**config.mk**
```make
export PLATFORM = sky130hd
export DESIGN_NAME = player_stage
export DESIGN_NICKNAME = d
export VERILOG_FILES = /design/src/rtl/player_pkg.sv /design/src/rtl/player_stage_key_debounce.sv /design/src/rtl/player_stage.sv
export SDC_FILE = /design/constraint.sdc
export NUM_CORES = 1
export LEC_CHECK = 0
export ABC_CLOCK_PERIOD_IN_PS = 2800
export BUFFER_PORTS_ARGS = -buffer_cell sky130_fd_sc_hd__buf_2
export CAP_MARGIN = 20
export CORE_ASPECT_RATIO = 0.75
export CORE_UTILIZATION = 50
export DETAILED_ROUTE_END_ITERATION = 7
export MAX_ROUTING_LAYER = met4
export PLACE_DENSITY_LB_ADDON = 0.15
export SKIP_CTS_REPAIR_TIMING = 1
export SYNTH_ARGS = -nofsm -noshare
export SYNTH_HDL_FRONTEND = slang
export SYNTH_SLANG_ARGS = --single-unit
```
**constraint.sdc**
```tcl
create_clock -name clock -period 2.8 [get_ports clock]
set_clock_uncertainty 0.15 [all_clocks]
set_input_delay 0.14 -clock clock [delete_from_list [all_inputs] [get_ports clock]]
set_output_delay 0.14 -clock clock [all_outputs]
set_load 0.02 [all_outputs]
```
**src/rtl/player_pkg.sv**
```systemverilog
// Shared types and constants for the player-side game stage.
package player_pkg;

  localparam int BCD_W = 4;

  typedef enum logic [1:0] {
    IDLE    = 2'd0,
    PLAY    = 2'd1,
    PENALTY = 2'd2,
    DONE    = 2'd3
  } state_t;

  localparam logic [1:0] WIN_NONE   = 2'b00;
  localparam logic [1:0] WIN_PLAYER = 2'b01;
  localparam logic [1:0] WIN_PC     = 2'b10;
  localparam logic [1:0] WIN_TIE    = 2'b11;

endpackage

```
**src/rtl/player_stage_key_debounce.sv**
```systemverilog
// Two-flop synchroniser, stability counter and rising-edge press pulse for one raw key.
module key_debounce #(
  parameter int DEBOUNCE_CYCLES = 500000
) (
  input  logic clock,
  input  logic resetn,
  input  logic run,
  input  logic key_raw,
  output logic press
);

  localparam int CNT_W = (DEBOUNCE_CYCLES > 1) ? $clog2(DEBOUNCE_CYCLES) : 1;
  localparam logic [CNT_W-1:0] CNT_LAST = CNT_W'(DEBOUNCE_CYCLES - 1);

  logic             sync_p0;
  logic             sync_p1;
  logic             level;
  logic [CNT_W-1:0] cnt;
  logic             settled;

  assign settled = (cnt == CNT_LAST);

  always_ff @(posedge clock) begin
    if (!resetn) begin
      sync_p0 <= 1'b0;
      sync_p1 <= 1'b0;
      level   <= 1'b0;
      cnt     <= '0;
      press   <= 1'b0;
    end else begin
      // synchroniser keeps sampling even while the counter is frozen
      sync_p0 <= key_raw;
      sync_p1 <= sync_p0;
      press   <= 1'b0;
      if (run) begin
        if (sync_p1 == level) begin
          cnt <= '0;
        end else if (settled) begin
          cnt   <= '0;
          level <= sync_p1;
          press <= sync_p1;
        end else begin
          cnt <= cnt + 1'b1;
        end
      end
    end
  end

endmodule

```
**src/rtl/player_stage.sv**
```systemverilog
// Player game stage: debounced keys checked against the course pattern,
// BCD countdown of remaining boxes and race arbitration against the PC counter.
module player_stage
  import player_pkg::*;
#(
  parameter int DEBOUNCE_CYCLES = 500000,
  parameter int PENALTY_CYCLES  = 25000000,
  parameter int BOX_COUNT       = 32
) (
  input  logic             clock,
  input  logic             resetn,
  input  logic             enable,
  input  logic             key_left,
  input  logic             key_right,
  input  logic [32:0]      loadval,
  input  logic             pc_ended,
  output logic [BCD_W-1:0] score_ones,
  output logic [BCD_W-1:0] score_tens,
  output logic             correct_pulse,
  output logic             wrong_pulse,
  output logic             game_over,
  output logic [1:0]       winner
);

  localparam int PEN_W = $clog2(PENALTY_CYCLES + 1);
  localparam logic [PEN_W-1:0] PEN_LOAD  = PEN_W'(PENALTY_CYCLES - 1);
  localparam logic [BCD_W-1:0] TENS_INIT = BCD_W'(BOX_COUNT / 10);
  localparam logic [BCD_W-1:0] ONES_INIT = BCD_W'(BOX_COUNT % 10);
  localparam logic [BCD_W-1:0] BCD_NINE  = BCD_W'(9);

  state_t           state;
  logic [32:0]      pattern;
  logic [PEN_W-1:0] pen_cnt;
  logic             run_keys;
  logic             press_left;
  logic             press_right;
  logic             active;
  logic             any_press;
  logic             hit;
  logic             score_last;
  logic             player_zero;

  // debouncers freeze together with the game while it is paused mid-play
  assign run_keys = enable || (state == IDLE) || (state == DONE);

  key_debounce #(.DEBOUNCE_CYCLES(DEBOUNCE_CYCLES)) u_key_left (
    .clock   (clock),
    .resetn  (resetn),
    .run     (run_keys),
    .key_raw (key_left),
    .press   (press_left)
  );

  key_debounce #(.DEBOUNCE_CYCLES(DEBOUNCE_CYCLES)) u_key_right (
    .clock   (clock),
    .resetn  (resetn),
    .run     (run_keys),
    .key_raw (key_right),
    .press   (press_right)
  );

  assign active      = enable && (state == PLAY);
  assign any_press   = press_left || press_right;
  // exactly one key, and it names the side of the current box
  assign hit         = active && (press_left != press_right) && (press_right == pattern[0]);
  assign score_last  = (score_tens == '0) && (score_ones == BCD_W'(1));
  assign player_zero = hit && score_last;

  always_ff @(posedge clock) begin
    if (!resetn) begin
      state         <= IDLE;
      pattern       <= loadval;
      score_tens    <= TENS_INIT;
      score_ones    <= ONES_INIT;
      pen_cnt       <= '0;
      correct_pulse <= 1'b0;
      wrong_pulse   <= 1'b0;
      game_over     <= 1'b0;
      winner        <= WIN_NONE;
    end else begin
      correct_pulse <= 1'b0;
      wrong_pulse   <= 1'b0;
      if (!game_over && pc_ended && !player_zero) begin
        state     <= DONE;
        game_over <= 1'b1;
        winner    <= WIN_PC;
      end else begin
        case (state)
          IDLE: begin
            if (enable) state <= PLAY;
          end
          PLAY: begin
            if (hit) begin
              correct_pulse <= 1'b1;
              pattern       <= {1'b0, pattern[32:1]};
              if (score_ones == '0) begin
                score_ones <= BCD_NINE;
                score_tens <= score_tens - 1'b1;
              end else begin
                score_ones <= score_ones - 1'b1;
              end
              if (score_last) begin
                state     <= DONE;
                game_over <= 1'b1;
                winner    <= pc_ended ? WIN_TIE : WIN_PLAYER;
              end
            end else if (active && any_press) begin
              wrong_pulse <= 1'b1;
              pen_cnt     <= PEN_LOAD;
              state       <= PENALTY;
            end
          end
          PENALTY: begin
            if (enable) begin
              if (pen_cnt == '0) state <= PLAY;
              else               pen_cnt <= pen_cnt - 1'b1;
            end
          end
          DONE: ;
        endcase
      end
    end
  end

endmodule

```
==> flow_metrics.tcl <==
set metrics [dict create \
    status "finished clean" \
    fin_nets 731 \
    placementRows 33 \
    cts_tree "yes" \
    synth-edff-count 33 \
    cp.required_ps 2950 \
    io-pin-count 52 \
    min_period_over_period_pct 92.73 \
    drt.antenna.violating_nets 0 \
    die_h_um 95.11 \
    peakVddDrop_uv 395.7 \
    synthTopCellsByArea "dfxtp_1 30%, edfxtp_1 17%, mux2_2 6.6%" \
    leakagePower_nw 2.686 \
    antenna_found_initial 1 \
    p_per_area_nw_per_um2 679.9 \
    hold_class "primary input to flip-flop" \
    route.met3.wl_um 881 \
    start_util_pct 52.03 \
    worstPathMaxFanout 9 \
    cp.arrival_ps 2740 \
    grt_max_degree 35 \
    worstMarginPinSlew_ps 879.3 \
    clk_pin_slew_ps 50 \
    slowest_stage "a2bb2oi_1" \
    synth_top_area_share_pct 29.79 \
    dp_hpwl_mm 8.867 \
    drc 0 \
    synth_flop_cell "dfxtp_1" \
    cpPeakStageDelay_ps 680 \
    layout-area-overhead-vs-synth_pct 25.70 \
    netlist_area_um2 5779 \
    ys_ff_latch 119 \
    synth_nets 634 \
    first_pass_iters 5 \
    drv_slew 0 \
    yosys_warnings 0 \
    ctsHtreeMaxLevel 4 \
    final-setup-viol-count 0 \
    period_needed_ps 2596 \
    port_buffers 51 \
    grt_overflow 0 \
    path_class "flip-flop to flip-flop" \
    first_global_vias 4414 \
    postSynthAreaPerCell_um2 9.829 \
    wl_met1_mm 6.381 \
    cts.sinks 119 \
    layout-drive-gt1-share_pct 22.38 \
    insertion_delay_ps 410 \
    yosys.area.top_type "dfxtp_1" \
    highest_layer "met4" \
    clock_path_buffers 2 \
    avgViaCountPerCell 5.839 \
    finalHoldViolations 0 \
    slew_headroom_pct 41.02 \
    startpoint_type "flip-flop" \
    maxCapViolations 0 \
    yosysSeqAreaShare_pct 46.94 \
    synthArstFlopShare_pct 0 \
    p_total_mw 4.939 \
    grt_use_total_pct 23.53 \
    synthCells 588 \
    grt_pass1_wl_mm 21.37 \
    die_area_um2 12000 \
    grt_setup_unrepaired "no" \
    dr_wl_met2_mm 6.313 \
    setup-tns-final_ps 0 \
    synthDistinctLibCells 70 \
    design_area_um2 7264 \
    coreArea_um2 11110 \
    drt-total-wl_mm 13.73 \
    drt_first_iter_violations 446 \
    globalplace.congestion 0.8588 \
    dpl_cell_area_um2 6227 \
    worstPathCellList "and2b_1 -> o211ai_1 -> a2bb2oi_1 -> nand2_1 -> o311a_1" \
    cts_root_buf "clkbuf_16" \
    wl_per_cell_um 16.38 \
    num_vias 4893 \
    worstSetupEndpointType "flip-flop" \
    cts_buffers 17 \
    max_freq_mhz 385.1 \
    die_x_um 126.1 \
]
[registers in the layout, indices dropped and copies added, names as in the netlist, 2 cells and up]
signal           cells
score_tens           4
score_ones           4
u_key_left.cnt      19
pattern             33
pen_cnt             25
state                2
u_key_right.cnt     19
winner               2
[synth_stat cells, drive strengths merged, types with 3 or more instances]
master,n
nor2b,4
buf,11
and4,4
ha,7
nand3,27
a21oi,14
o311ai,5
a311oi,4
and2,7
and3,6
o211ai,3
o31ai,7
nor2,72
inv,13
xor2,29
a31oi,16
clkbuf,18
nor3b,4
a21boi,3
nand4b,5
or2,4
nand4,16
nor3,23
nand2,42
or4,5
xnor2,12
o221a,8
mux2,34
edfxtp,33
nor4,15
o21ai,16
dfxtp,86
[power breakdown]
group | switching (mW) | internal (mW)
clock network | 0.758 | 1.70
registers | 0.0474 | 1.84
logic | 0.337 | 0.253
[worst paths after layout]
check                  endpoint               start  slack [ps]  depth (start not counted)
max                  pen_cnt[7]            state[0]         200                          5
min                 pattern[32]              resetn         100                          2
max reg2reg          pen_cnt[7]            state[0]         200                          5
min reg2reg  u_key_left.sync_p1  u_key_left.sync_p0         290                          1
[layout by cell type, fill, tap and decap left out, drive strengths merged, types with 24 or more instances in the layout]
cell type and count:
nand2 42, edfxtp 33, buf 71, mux2 34, clkbuf 24, nor2 72, nand3 27, dfxtp 86
xor2 29, dlygate4sd3 36
[layer usage]
metal / GRT usage [%] / vias up
met1: 31.48 / 2341
li1: - / 2376
met5: - / -
met3: 6.397 / 15
met2: 33.75 / 161
met4: 9.438 / 0
[critical path, delay by kind of cell (launching register included)]
kind,cells,cell delay (ps)
compound gates,3,1260
flops,1,540
simple gates,2,540
[final cells by class]
cell class	count	area (µm²)
antenna	1	2.502
clock buffer	24	503.0
clock inverter	7	163.9
fill	882	3842
inverter	14	52.55
multi-input combinational	426	2877
sequential	119	2713
tap	140	175.2
timing repair buffer	107	778.2
[stage by stage]
step,util (%),instances,hold WS [ps],setup WS [ps]
2_1_floorplan,-,588,117.3,166.8
3_3_place_gp,56.07,769,203.4,177.9
3_5_place_dp,56.07,769,213.0,160.3
4_1_cts,62.07,800,-208.9,137.5
5_1_grt,65.41,838,103.1,14.56
6_report,65.41,838,101.4,203.6
[cells by family (layout without fill, tap and decap cells)]
family                     after synthesis  after routing  synth area share, %
and+or+nand+nor                        247            247                22.86
buffers and inverters                   43            152                3.291
DFF                                    119            119                46.94
adders and majority gates                7              7                1.515
muxes                                   36             36                6.971
other                                    0              1                    0
AOI/OAI and AO/OA                       95             95                12.21
xor gates and xnor gates                41             41                6.213
Note: power is estimated with default switching activity, not from simulation.
